--- src/rtl/dfr_reservoir_responder.sv ---
// -----------------------------------------------------------------------------
// dfr_reservoir_responder
//
// Reservoir-side responder for the DFR core. Each accepted sample request
// walks NUM_VIRTUAL_NODES delay-loop nodes, one per cycle:
//   node[k] <= sat(sample + (node[k] >>> 1))
// Results of recorded samples are streamed to the reservoir-history memory.
// A one-cycle valid pulse ends every accepted request.
//
// Ports
//   i_clk                   rising-edge clock
//   i_rst                   asynchronous active-low reset (0 = reset)
//   i_reservoir_rst         synchronous clear request from the controller
//   i_reservoir_en          one-cycle sample request
//   i_reservoir_history_en  marks the request as recorded
//   i_sample_in             signed input sample, captured with the request
//   o_reservoir_valid       one-cycle completion pulse
//   o_reservoir_init_busy   warm-up not yet complete
//   o_reservoir_filled      warm-up complete
//   o_reservoir_busy        recorded samples remain
//   o_history_wr_en         history write strobe
//   o_history_wr_addr       history write address
//   o_history_wr_data       node value written to history
//   o_protocol_err          sticky request-violation flag
// -----------------------------------------------------------------------------
module dfr_reservoir_responder #(
  parameter int DATA_WIDTH        = 32,
  parameter int ADDR_WIDTH        = 32,
  parameter int NUM_VIRTUAL_NODES = 10,
  parameter int NUM_INIT_SAMPLES  = 3,
  parameter int NUM_SAMPLES       = 10
) (
  input  logic                         i_clk,
  input  logic                         i_rst,
  input  logic                         i_reservoir_rst,
  input  logic                         i_reservoir_en,
  input  logic                         i_reservoir_history_en,
  input  logic signed [DATA_WIDTH-1:0] i_sample_in,
  output logic                         o_reservoir_valid,
  output logic                         o_reservoir_init_busy,
  output logic                         o_reservoir_filled,
  output logic                         o_reservoir_busy,
  output logic                         o_history_wr_en,
  output logic        [ADDR_WIDTH-1:0] o_history_wr_addr,
  output logic signed [DATA_WIDTH-1:0] o_history_wr_data,
  output logic                         o_protocol_err
);

  localparam int TOTAL_SAMPLES = NUM_INIT_SAMPLES + NUM_SAMPLES;
  localparam int CNT_W         = $clog2(TOTAL_SAMPLES + 1);
  localparam int IDX_W         = (NUM_VIRTUAL_NODES > 1) ? $clog2(NUM_VIRTUAL_NODES) : 1;

  localparam logic [CNT_W-1:0]      INIT_CNT  = CNT_W'(NUM_INIT_SAMPLES);
  localparam logic [CNT_W-1:0]      TOTAL_CNT = CNT_W'(TOTAL_SAMPLES);
  localparam logic [IDX_W-1:0]      LAST_IDX  = IDX_W'(NUM_VIRTUAL_NODES - 1);
  localparam logic [ADDR_WIDTH-1:0] NODES_A   = ADDR_WIDTH'(NUM_VIRTUAL_NODES);

  typedef enum logic [1:0] {
    S_IDLE    = 2'd0,
    S_COMPUTE = 2'd1,
    S_VALID   = 2'd2
  } state_t;

  // Add at DATA_WIDTH+1 bits and clamp to the signed DATA_WIDTH range.
  function automatic logic signed [DATA_WIDTH-1:0] sat_add(
    input logic signed [DATA_WIDTH-1:0] a,
    input logic signed [DATA_WIDTH-1:0] b
  );
    logic [DATA_WIDTH:0] sum;
    sum = {a[DATA_WIDTH-1], a} + {b[DATA_WIDTH-1], b};
    if (sum[DATA_WIDTH] != sum[DATA_WIDTH-1]) begin
      sat_add = sum[DATA_WIDTH] ? {1'b1, {(DATA_WIDTH-1){1'b0}}}
                                : {1'b0, {(DATA_WIDTH-1){1'b1}}};
    end else begin
      sat_add = sum[DATA_WIDTH-1:0];
    end
  endfunction

  state_t                      r_state;
  logic [IDX_W-1:0]            r_node_idx;
  logic [CNT_W-1:0]            r_sample_cnt;
  logic signed [DATA_WIDTH-1:0] r_sample_q;
  logic                        r_hist_q;
  logic signed [DATA_WIDTH-1:0] r_delay_line [NUM_VIRTUAL_NODES];

  logic                         w_init_busy;
  logic                         w_step;
  logic [IDX_W-1:0]             w_calc_idx;
  logic signed [DATA_WIDTH-1:0] w_calc_sample;
  logic                         w_calc_hist;
  logic signed [DATA_WIDTH-1:0] w_delay_sel;
  logic signed [DATA_WIDTH-1:0] w_half;
  logic signed [DATA_WIDTH-1:0] w_new;
  logic [CNT_W-1:0]             w_rel_cnt;
  logic [ADDR_WIDTH-1:0]        w_addr;

  assign w_init_busy           = (r_sample_cnt < INIT_CNT);
  assign o_reservoir_init_busy = w_init_busy;
  assign o_reservoir_filled    = (r_sample_cnt >= INIT_CNT);
  assign o_reservoir_busy      = (r_sample_cnt < TOTAL_CNT);

  // The history outputs are registered, so the node shown during a COMPUTE
  // cycle is evaluated on the edge that opens that cycle: node 0 on the accept
  // edge (straight from the request inputs), node k+1 while node k is shown.
  always_comb begin
    w_step        = 1'b0;
    w_calc_idx    = '0;
    w_calc_sample = r_sample_q;
    w_calc_hist   = r_hist_q;
    if (r_state == S_IDLE) begin
      w_calc_sample = i_sample_in;
      w_calc_hist   = i_reservoir_history_en & ~w_init_busy;
    end else if ((r_state == S_COMPUTE) && (r_node_idx != LAST_IDX)) begin
      w_step     = 1'b1;
      w_calc_idx = r_node_idx + IDX_W'(1);
    end else begin
      w_step     = 1'b0;
    end
    w_delay_sel = r_delay_line[w_calc_idx];
    w_half      = w_delay_sel >>> 1;
    w_new       = sat_add(w_calc_sample, w_half);
    // Only meaningful once warm-up is over; writes are suppressed before that.
    w_rel_cnt   = r_sample_cnt - INIT_CNT;
    w_addr      = ADDR_WIDTH'(w_rel_cnt) * NODES_A + ADDR_WIDTH'(w_calc_idx);
  end

  // Request FSM, node evaluation, delay line and registered outputs.
  always_ff @(posedge i_clk or negedge i_rst) begin
    if (!i_rst) begin
      r_state           <= S_IDLE;
      r_node_idx        <= '0;
      r_sample_cnt      <= '0;
      r_sample_q        <= '0;
      r_hist_q          <= 1'b0;
      for (int i = 0; i < NUM_VIRTUAL_NODES; i++) r_delay_line[i] <= '0;
      o_reservoir_valid <= 1'b0;
      o_history_wr_en   <= 1'b0;
      o_history_wr_addr <= '0;
      o_history_wr_data <= '0;
      o_protocol_err    <= 1'b0;
    end else if (i_reservoir_rst) begin
      // Clear request wins over a simultaneous sample request, silently.
      r_state           <= S_IDLE;
      r_node_idx        <= '0;
      r_sample_cnt      <= '0;
      r_sample_q        <= '0;
      r_hist_q          <= 1'b0;
      for (int i = 0; i < NUM_VIRTUAL_NODES; i++) r_delay_line[i] <= '0;
      o_reservoir_valid <= 1'b0;
      o_history_wr_en   <= 1'b0;
      o_history_wr_addr <= '0;
      o_history_wr_data <= '0;
      o_protocol_err    <= 1'b0;
    end else begin
      o_reservoir_valid <= 1'b0;
      o_history_wr_en   <= 1'b0;
      case (r_state)
        S_IDLE: begin
          if (i_reservoir_en) begin
            if (r_sample_cnt < TOTAL_CNT) begin
              r_sample_q               <= i_sample_in;
              r_hist_q                 <= w_calc_hist;
              r_node_idx               <= '0;
              r_state                  <= S_COMPUTE;
              r_delay_line[w_calc_idx] <= w_new;
              o_history_wr_en          <= w_calc_hist;
              if (w_calc_hist) begin
                o_history_wr_addr <= w_addr;
                o_history_wr_data <= w_new;
              end
              // Recording during warm-up is a violation; the sample still runs.
              if (i_reservoir_history_en && w_init_busy) begin
                o_protocol_err <= 1'b1;
              end
            end else begin
              o_protocol_err <= 1'b1;
            end
          end
        end
        S_COMPUTE: begin
          if (i_reservoir_en) begin
            o_protocol_err <= 1'b1;
          end
          if (w_step) begin
            r_node_idx               <= w_calc_idx;
            r_delay_line[w_calc_idx] <= w_new;
            o_history_wr_en          <= r_hist_q;
            if (r_hist_q) begin
              o_history_wr_addr <= w_addr;
              o_history_wr_data <= w_new;
            end
          end else begin
            r_state           <= S_VALID;
            o_reservoir_valid <= 1'b1;
          end
        end
        S_VALID: begin
          if (i_reservoir_en) begin
            o_protocol_err <= 1'b1;
          end
          r_sample_cnt <= r_sample_cnt + CNT_W'(1);
          r_state      <= S_IDLE;
        end
        default: begin
          r_state <= S_IDLE;
        end
      endcase
    end
  end

endmodule

--- config.mk ---
export PLATFORM = sky130hd
export DESIGN_NAME = dfr_reservoir_responder
export DESIGN_NICKNAME = d
export VERILOG_FILES = /design/src/rtl/dfr_reservoir_responder.sv
export SDC_FILE = /design/constraint.sdc
export NUM_CORES = 1
export LEC_CHECK = 0
export CORE_MARGIN = 5
export CORE_UTILIZATION = 50
export DETAILED_ROUTE_END_ITERATION = 6
export GPL_ROUTABILITY_DRIVEN = 0
export PLACE_DENSITY = 0.7
export SETUP_SLACK_MARGIN = 0.2
export SLEW_MARGIN = 20
export SYNTH_ARGS = -nofsm -noshare
export SYNTH_HDL_FRONTEND = slang
export SYNTH_SLANG_ARGS = --single-unit
--- constraint.sdc ---
create_clock -name i_clk -period 5.5 [get_ports i_clk]
set_clock_uncertainty 0.2 [all_clocks]
set_input_delay 0.825 -clock i_clk [delete_from_list [all_inputs] [get_ports i_clk]]
set_output_delay 0.825 -clock i_clk [all_outputs]
set_load 0.01 [all_outputs]
==> impl_metrics.py, run 1 <==
metrics = {
    "power": {
        "p_leak_uw": 0.01099,
        "swShare": 0.3673,
        "switchingPower_uw": 3761,
        "clkPwrFrac": 0.297,
        "ir_worst_vdd_mv": 0.2160,
        "intPower_uw": 6480,
        "power_density_nw_per_um2": 418.7,
        "comb_power_share": 0.386,
        "power_frac_seq": 0.317,
    },
    "sta": {
        "maxSlewHeadroom": 0.2198,
        "slew_violations": 0,
        "worst_pin_slew_ns": 1.169,
        "period_share": 0.9581,
        "setup_violations": 0,
        "tns_ns": 0,
        "hold_violations": 0,
        "period_minus_slack_ns": 5.269,
        "fmax_ghz": 0.1898,
        "rsz0062_at_grt": "true",
    },
    "cells_and_area": {
        "num_antenna_cells": 0,
        "n_fill_cell": 3431,
        "final_nets": 2415,
        "drive_above_1_share": 0.1513,
        "final_cells": 2892,
        "area_growth_pct": 19.02,
    },
    "critical_path": {
        "crit_fanout": 16,
        "worstPathArrival_ns": 5.57,
        "start_kind": "register",
        "setup.worst_path.end_class": "register",
        "r2r_slack_ns": 0.23,
        "cpPeakStageDelay_ns": 0.51,
        "slowest_stage": "dfrtp_4",
        "path_class": "register to register",
        "cp_data_required_time_ns": 5.80,
        "crit_chain": "ha_4 > buf_4 > mux2_2 > o22ai_1 > nor2_1 > a222oi_1 > o21ai_0 > ha_1 > a211oi_1 > o211ai_1 > a21oi_2 > a211oi_4 > or3_4 > buf_12 > o211ai_4 > and3_1 > a22o_1",
    },
    "placed_design": {
        "port_buffers": 83,
        "post-place-cells": 2776,
        "hpwlAfterDp_mm": 41.86,
    },
    "status": {
        "violations": "DRC",
        "status": "finished with violations",
    },
    "clock_tree": {
        "clk_pin_slew_ns": 0.06,
        "cts_tree": "built",
        "numCtsBuffers": 45,
        "root_buffer": "clkbuf_16",
        "clock_latency_ns": 0.58,
        "cts.path.max_buffers": 3,
        "ctsHoldBuffers": 0,
        "cts_num_sinks": 397,
        "htreeDepth": 2,
    },
    "synthesis": {
        "yosysTopAreaCellShare": 0.4835,
        "syn_area_per_cell_um2": 9.178,
        "netlist_area_um2": 20550,
        "yosys.area.top_type": "dfrtp_1",
        "synthTopCellsByCount": "dfrtp_1, nand2_1, o21ai_0, nor2_1, clkbuf_1",
        "syn_inst": 2239,
        "async_flop_share": 1.000,
        "synth_edf_count": 0,
        "yosysSeqAreaShare": 0.4835,
        "ys.flop_type": "dfrtp_1",
        "yosys-top-cells-area": "dfrtp_1, o21ai_0, nand2_1",
        "post-synth-top-count-cell": "dfrtp_1",
        "synth_cell_types": 75,
        "synth-seq-cells": 397,
        "synth_warnings": 0,
    },
    "run": {
        "maxCapViolations": 0,
    },
    "detailed_routing": {
        "firstDrtPassIters": 7,
        "ant_nets": 0,
        "drt-vias-per-instance": 6.338,
        "drtIter0Drc": 2508,
        "drc": 12,
        "via_count": 18330,
        "wirelength_mm": 68.69,
        "wl_per_cell_um": 23.75,
    },
    "global_route": {
        "grt_pass1_wl_mm": 103.5,
        "grt_pass1_vias": 17860,
        "grt_max_degree": 138,
        "grtUsageTotal": 0.2924,
        "grt-ovfl-total": 0,
        "antenna_found_initial": 1,
    },
    "floorplan": {
        "core_um2": 40740,
        "ioPinCount": 107,
        "num_rows": 74,
        "start_util": 0.5044,
        "die_h_um": 212.7,
        "die_w_um": 212.7,
        "die_area_um2": 45250,
    },
    "min_path": {
        "hold_class": "input port to async pin",
    },
}
## worst max-delay path: cells and delay by family (launching register included)
kind / cells / cell delay [ns]
fa+ha+maj: 2 / 0.79
buf+inv: 2 / 0.44
mux: 1 / 0.38
compound gates: 9 / 1.94
simple gates: 3 / 0.90
flops: 1 / 0.51
## power groups by stage
stage | sequential [µW] | clock (µW) | combinational, µW
final | 3250 | 3040 | 3950
after CTS | 3250 | 3080 | 3600
after detailed placement | 3290 | 0 | 3530
after global placement | 3290 | 0 | 3490
after global routing | 3270 | 3210 | 4210
after floorplan | 3300 | 0 | 2130
## routing by layer
metal  global-route usage  share of wire
met5                    0        0.00017
met3              0.07038           0.11
met1               0.4033           0.40
met2               0.4400           0.44
met4               0.1357          0.047
## area by class of cell
cell class | instances | area (µm²) | share of cell area
multi-input combinational | 1625 | 9938 | 0.4064
timing repair buffer | 231 | 2332 | 0.09536
sequential | 397 | 9938 | 0.4064
clock buffer | 68 | 1313 | 0.05367
tap | 532 | 665.6 | 0.02722
clock inverter | 10 | 160.2 | 0.006549
inverter | 29 | 108.9 | 0.004451
## kinds of logic (layout without fill, tap and decap cells)
family,count (synthesis),count (layout),share of synthesized area
compound gates,726,727,0.2204
simple gates,690,690,0.1442
other cells,1,23,0.0001825
xor+xnor,36,36,0.01534
mux,100,100,0.05249
flops,397,397,0.4835
fa+ha+maj,49,49,0.03093
buf+inv,240,338,0.05303
## final timing paths
check | start | endpoint | cells after the start
setup / recovery | r_node_idx[0] | o_history_wr_data[9] | 17
hold reg to reg | r_delay_line[130] | r_delay_line[130] | 2
min in group i_clk | r_delay_line[130] | r_delay_line[130] | 2
hold / removal | i_rst | o_history_wr_addr[6] | 1
setup reg to reg | r_node_idx[0] | o_history_wr_data[9] | 17
max in group asynchronous | i_rst | r_delay_line[204] | 2
## layout by cell type, fill, tap and decap left out, types with 16 or more instances in the layout
cell type	synthesis	final
dfrtp_1	397	396
nand2_1	378	378
o21ai_0	354	337
nor2_1	151	140
buf_4	25	111
a22o_1	98	98
clkdlybuf4s50_1	0	81
a21oi_1	84	80
mux2_2	62	62
nor3_1	58	56
clkbuf_16	0	49
o21ai_1	29	45
mux2i_1	38	38
ha_1	46	36
o22ai_1	33	33
a222oi_1	30	30
inv_1	28	26
conb_1	1	23
nand3_1	25	22
xnor2_1	22	22
buf_12	0	22
a211oi_1	22	19
and3_1	19	16
a21o_1	16	16
## state kept, by name, indices dropped and copies added (netlist names), 2 cells and up
| register | count |
|---|---|
| r_sample_q | 32 |
| r_delay_line | 310 |
| r_sample_cnt | 4 |
| o_history_wr_addr | 9 |
| r_node_idx | 4 |
| o_history_wr_data | 32 |
| r_state | 2 |
## repair_timing
action	CTS	global route
gates resized for setup	8	64
hold endpoints to repair	0	0
endpoints found under the setup margin	325	341
setup buffers	3	29
pin swaps	2	24
gates cloned	1	5
## stage by stage
step | total power, µW | hold slack, ns | worst slack [ns] | area (µm²) | util
finish | 10240 | 0.04953 | 0.2306 | 24460 | 0.6003
global route | 10700 | 0.1403 | 0.1014 | 24460 | 0.6003
CTS | 9926 | 0.1356 | 0.2189 | 23920 | 0.5873
detailed placement | 6822 | 0.2636 | 0.03437 | 22370 | 0.5492
global placement | 6778 | 0.2564 | 0.1748 | 22370 | 0.5490
floorplan | 5429 | 0.2424 | 0.3718 | 20630 | -
No activity file was read; power rests on OpenSTA's default activity.
==> run 2, diff against run 1 <==
- CORE_UTILIZATION: 50 -> 55
- PLACE_DENSITY: 0.7 -> 0.76
==> run 2 against run 1 <==
Compared with the run above: the flow still finishes with violations (DRC); critical path depth rose by 4; clock power fell by 9.2%; sequential power barely moved; wire length rose by 1.9%; register-to-register slack got worse by 0.097 ns; worst setup slack got worse by 0.097 ns; first-iteration DRC count rose by 17%; sequential share of layout area rose by 0.48 points; worst hold slack improved by 0.23 ns; non-clock buffer count fell by 10; global-route usage rose by 2.1 points; highest routed layer is now met4.
==> impl_metrics.py, run 2 (synthesis results as in run 1) <==
metrics = {
    "status": {
        "status": "finished with violations",
        "violations": "DRC",
    },
    "cells_and_area": {
        "num_antenna_cells": 0,
        "n_fill_cell": 2811,
        "largest-register": "r_delay_line",
        "drive_above_1_share": 0.1533,
        "mostFrequentLayoutCells": "dfrtp_1, nand2_1, o21ai_0",
        "final_cells": 2816,
        "final_area_um2": 24170,
        "ff_latch_area_um2": 9938,
        "largest_reg_flops": 310,
        "mostFrequentLayoutCell": "dfrtp_1",
        "multi_input_area_um2": 9998,
        "area_growth_pct": 17.63,
        "final_nets": 2404,
        "top_regs": "r_delay_line: 310 flops, o_history_wr_data: 32 flops, r_sample_q: 32 flops",
    },
    "sta": {
        "period_share": 0.9756,
        "slew_violations": 0,
        "fmax_ghz": 0.1864,
        "worst_slack_ns": 0.1340,
        "worst_pin_slew_ns": 1.184,
        "setup_violations": 0,
        "tns_ns": 0,
        "maxSlewHeadroom": 0.2085,
        "rsz0062_at_grt": "true",
        "hold_violations": 0,
        "period_minus_slack_ns": 5.366,
    },
    "power": {
        "p_leak_uw": 0.01087,
        "ir_worst_vdd_mv": 0.2395,
        "power_density_nw_per_um2": 410.2,
    },
    "min_path": {
        "worstHoldPathCells": 2,
        "hold_class": "register to register",
        "whs_endpoint": "r_delay_line[113]",
        "holdCritStartpoint": "r_delay_line[113]",
    },
    "clock_tree": {
        "clk_pin_slew_ns": 0.07,
        "cts_num_sinks": 397,
        "cts.path.max_buffers": 3,
        "htreeDepth": 2,
        "numCtsBuffers": 42,
        "cts_tree": "built",
        "clock_latency_ns": 0.57,
        "root_buffer": "clkbuf_16",
    },
    "detailed_routing": {
        "routed-wl-met2_mm": 29.29,
        "wl_per_cell_um": 24.87,
        "top_layer": "met4",
        "firstDrtPassIters": 7,
        "via_count": 18830,
        "wirelength_mm": 70.02,
        "drc": 1,
        "drtIter0Drc": 2935,
        "wl_met3_mm": 9.695,
        "drt-vias-per-instance": 6.688,
        "ant_nets": 0,
        "drt-met1-wl_mm": 26.88,
    },
    "critical_path": {
        "cp_data_required_time_ns": 5.76,
        "r2r_end": "r_delay_line[225]",
        "slowest_stage": "a222oi_1",
        "reg2reg_from": "r_node_idx[0]",
        "worstPathArrival_ns": 5.63,
        "r2r_cells": 21,
        "path_class": "register to register",
        "crit_top_cell": "buf_4",
        "cpPeakStageDelay_ns": 0.54,
        "r2r_slack_ns": 0.13,
        "crit_fanout": 15,
        "setup.worst_path.end_class": "register",
        "start_kind": "register",
        "crit_chain": "buf_12 > nand3_1 > xor2_1 > nand2b_4 > nor3_4 > buf_4 > buf_6 > a222oi_1 > o21ai_1 > ha_2 > nand2_1 > a21oi_2 > a221oi_2 > a311oi_2 > nor3_2 > buf_4 > a31oi_4 > buf_6 > nand3_1 > buf_4 > o21ai_0",
    },
    "global_route": {
        "antenna_found_initial": 1,
        "grtUsageTotal": 0.3138,
        "grt_max_degree": 164,
        "grt_pass1_wl_mm": 102.6,
        "grt-ovfl-total": 0,
        "grt_pass1_vias": 17890,
    },
    "floorplan": {
        "core_um2": 36790,
        "die_h_um": 203.3,
        "num_rows": 70,
        "ioPinCount": 107,
        "die_area_um2": 41330,
        "die_w_um": 203.3,
        "start_util": 0.5586,
    },
    "placed_design": {
        "placed_area_um2": 22100,
        "post-place-cells": 2704,
        "hpwlAfterDp_mm": 41.73,
        "post-place-ws_ns": -0.1178,
        "port_buffers": 83,
    },
    "run": {
        "maxCapViolations": 0,
    },
}
==> run 2: cell types whose count changed in the layout (fill, tap and decap cells not counted), sizes merged <==
cell,previous run,this run
bufbuf,0,1
clkbuf,72,68
clkinv,4,13
buf,146,131
inv,30,27
dlygate4sd3,0,1
bufinv,4,1
o211ai,13,15
==> run 2: what timing repair did <==
| action | CTS | global route |
|---|---|---|
| setup buffers | 3 | 21 |
| endpoints found under the setup margin | 328 | 337 |
| hold endpoints to repair | 11 | 0 |
| gates cloned | 2 | 11 |
| hold buffers | 1 | 0 |
| pin swaps | 7 | 29 |
| gates resized for setup | 16 | 80 |
==> run 2: worst max-delay path by stage <==
stage                            end          start
3_5_place_dp   o_history_wr_data[28]     r_state[0]
6_report           r_delay_line[225]  r_node_idx[0]
4_1_cts         o_history_wr_data[4]  r_node_idx[0]
5_1_grt            r_delay_line[225]  r_node_idx[1]
3_3_place_gp   o_history_wr_data[30]  r_node_idx[0]
2_1_floorplan       r_delay_line[42]     r_state[1]
==> run 2: critical path, delay by kind of cell (launching register included) <==
kind	cells	cell delay [ns]
compound gates	7	1.84
buf+inv	6	1.11
simple gates	6	0.81
flops	1	0.50
fa+ha+maj	1	0.42
xor+xnor	1	0.36
==> run 2: power by group <==
group	total (µW)	switching (µW)	internal, µW	leakage (µW)
sequential	3250	139	3110	0.00548
clock	2760	1200	1560	0.000652
combinational	3900	2450	1450	0.00474
==> run 2: area by class of cell <==
cell class / instances / area share
Timing Repair Buffer: 221 / 0.09240
Sequential cell: 397 / 0.4112
Clock inverter: 13 / 0.004193
Inverter: 29 / 0.004659
Multi-Input combinational cell: 1627 / 0.4136
Clock buffer: 61 / 0.04974
Tap cell: 468 / 0.02422
==> run 2: layer usage <==
metal / up-vias / track usage
met5: - / 0
met4: 0 / 0.1462
met3: 344 / 0.08523
met2: 1419 / 0.4648
met1: 9018 / 0.4325
li1: 8052 / -
==> run 2: stage by stage <==
| stage | utilization | hold slack [ns] | total power, µW |
|---|---|---|---|
| final | 0.6571 | 0.2771 | 9914 |
| after global placement | 0.6005 | 0.2564 | 6706 |
| after floorplan | - | 0.2424 | 5429 |
| after global routing | 0.6571 | 0.2997 | 10310 |
| after detailed placement | 0.6007 | 0.2660 | 6771 |
| after CTS | 0.6402 | 0.2793 | 9572 |
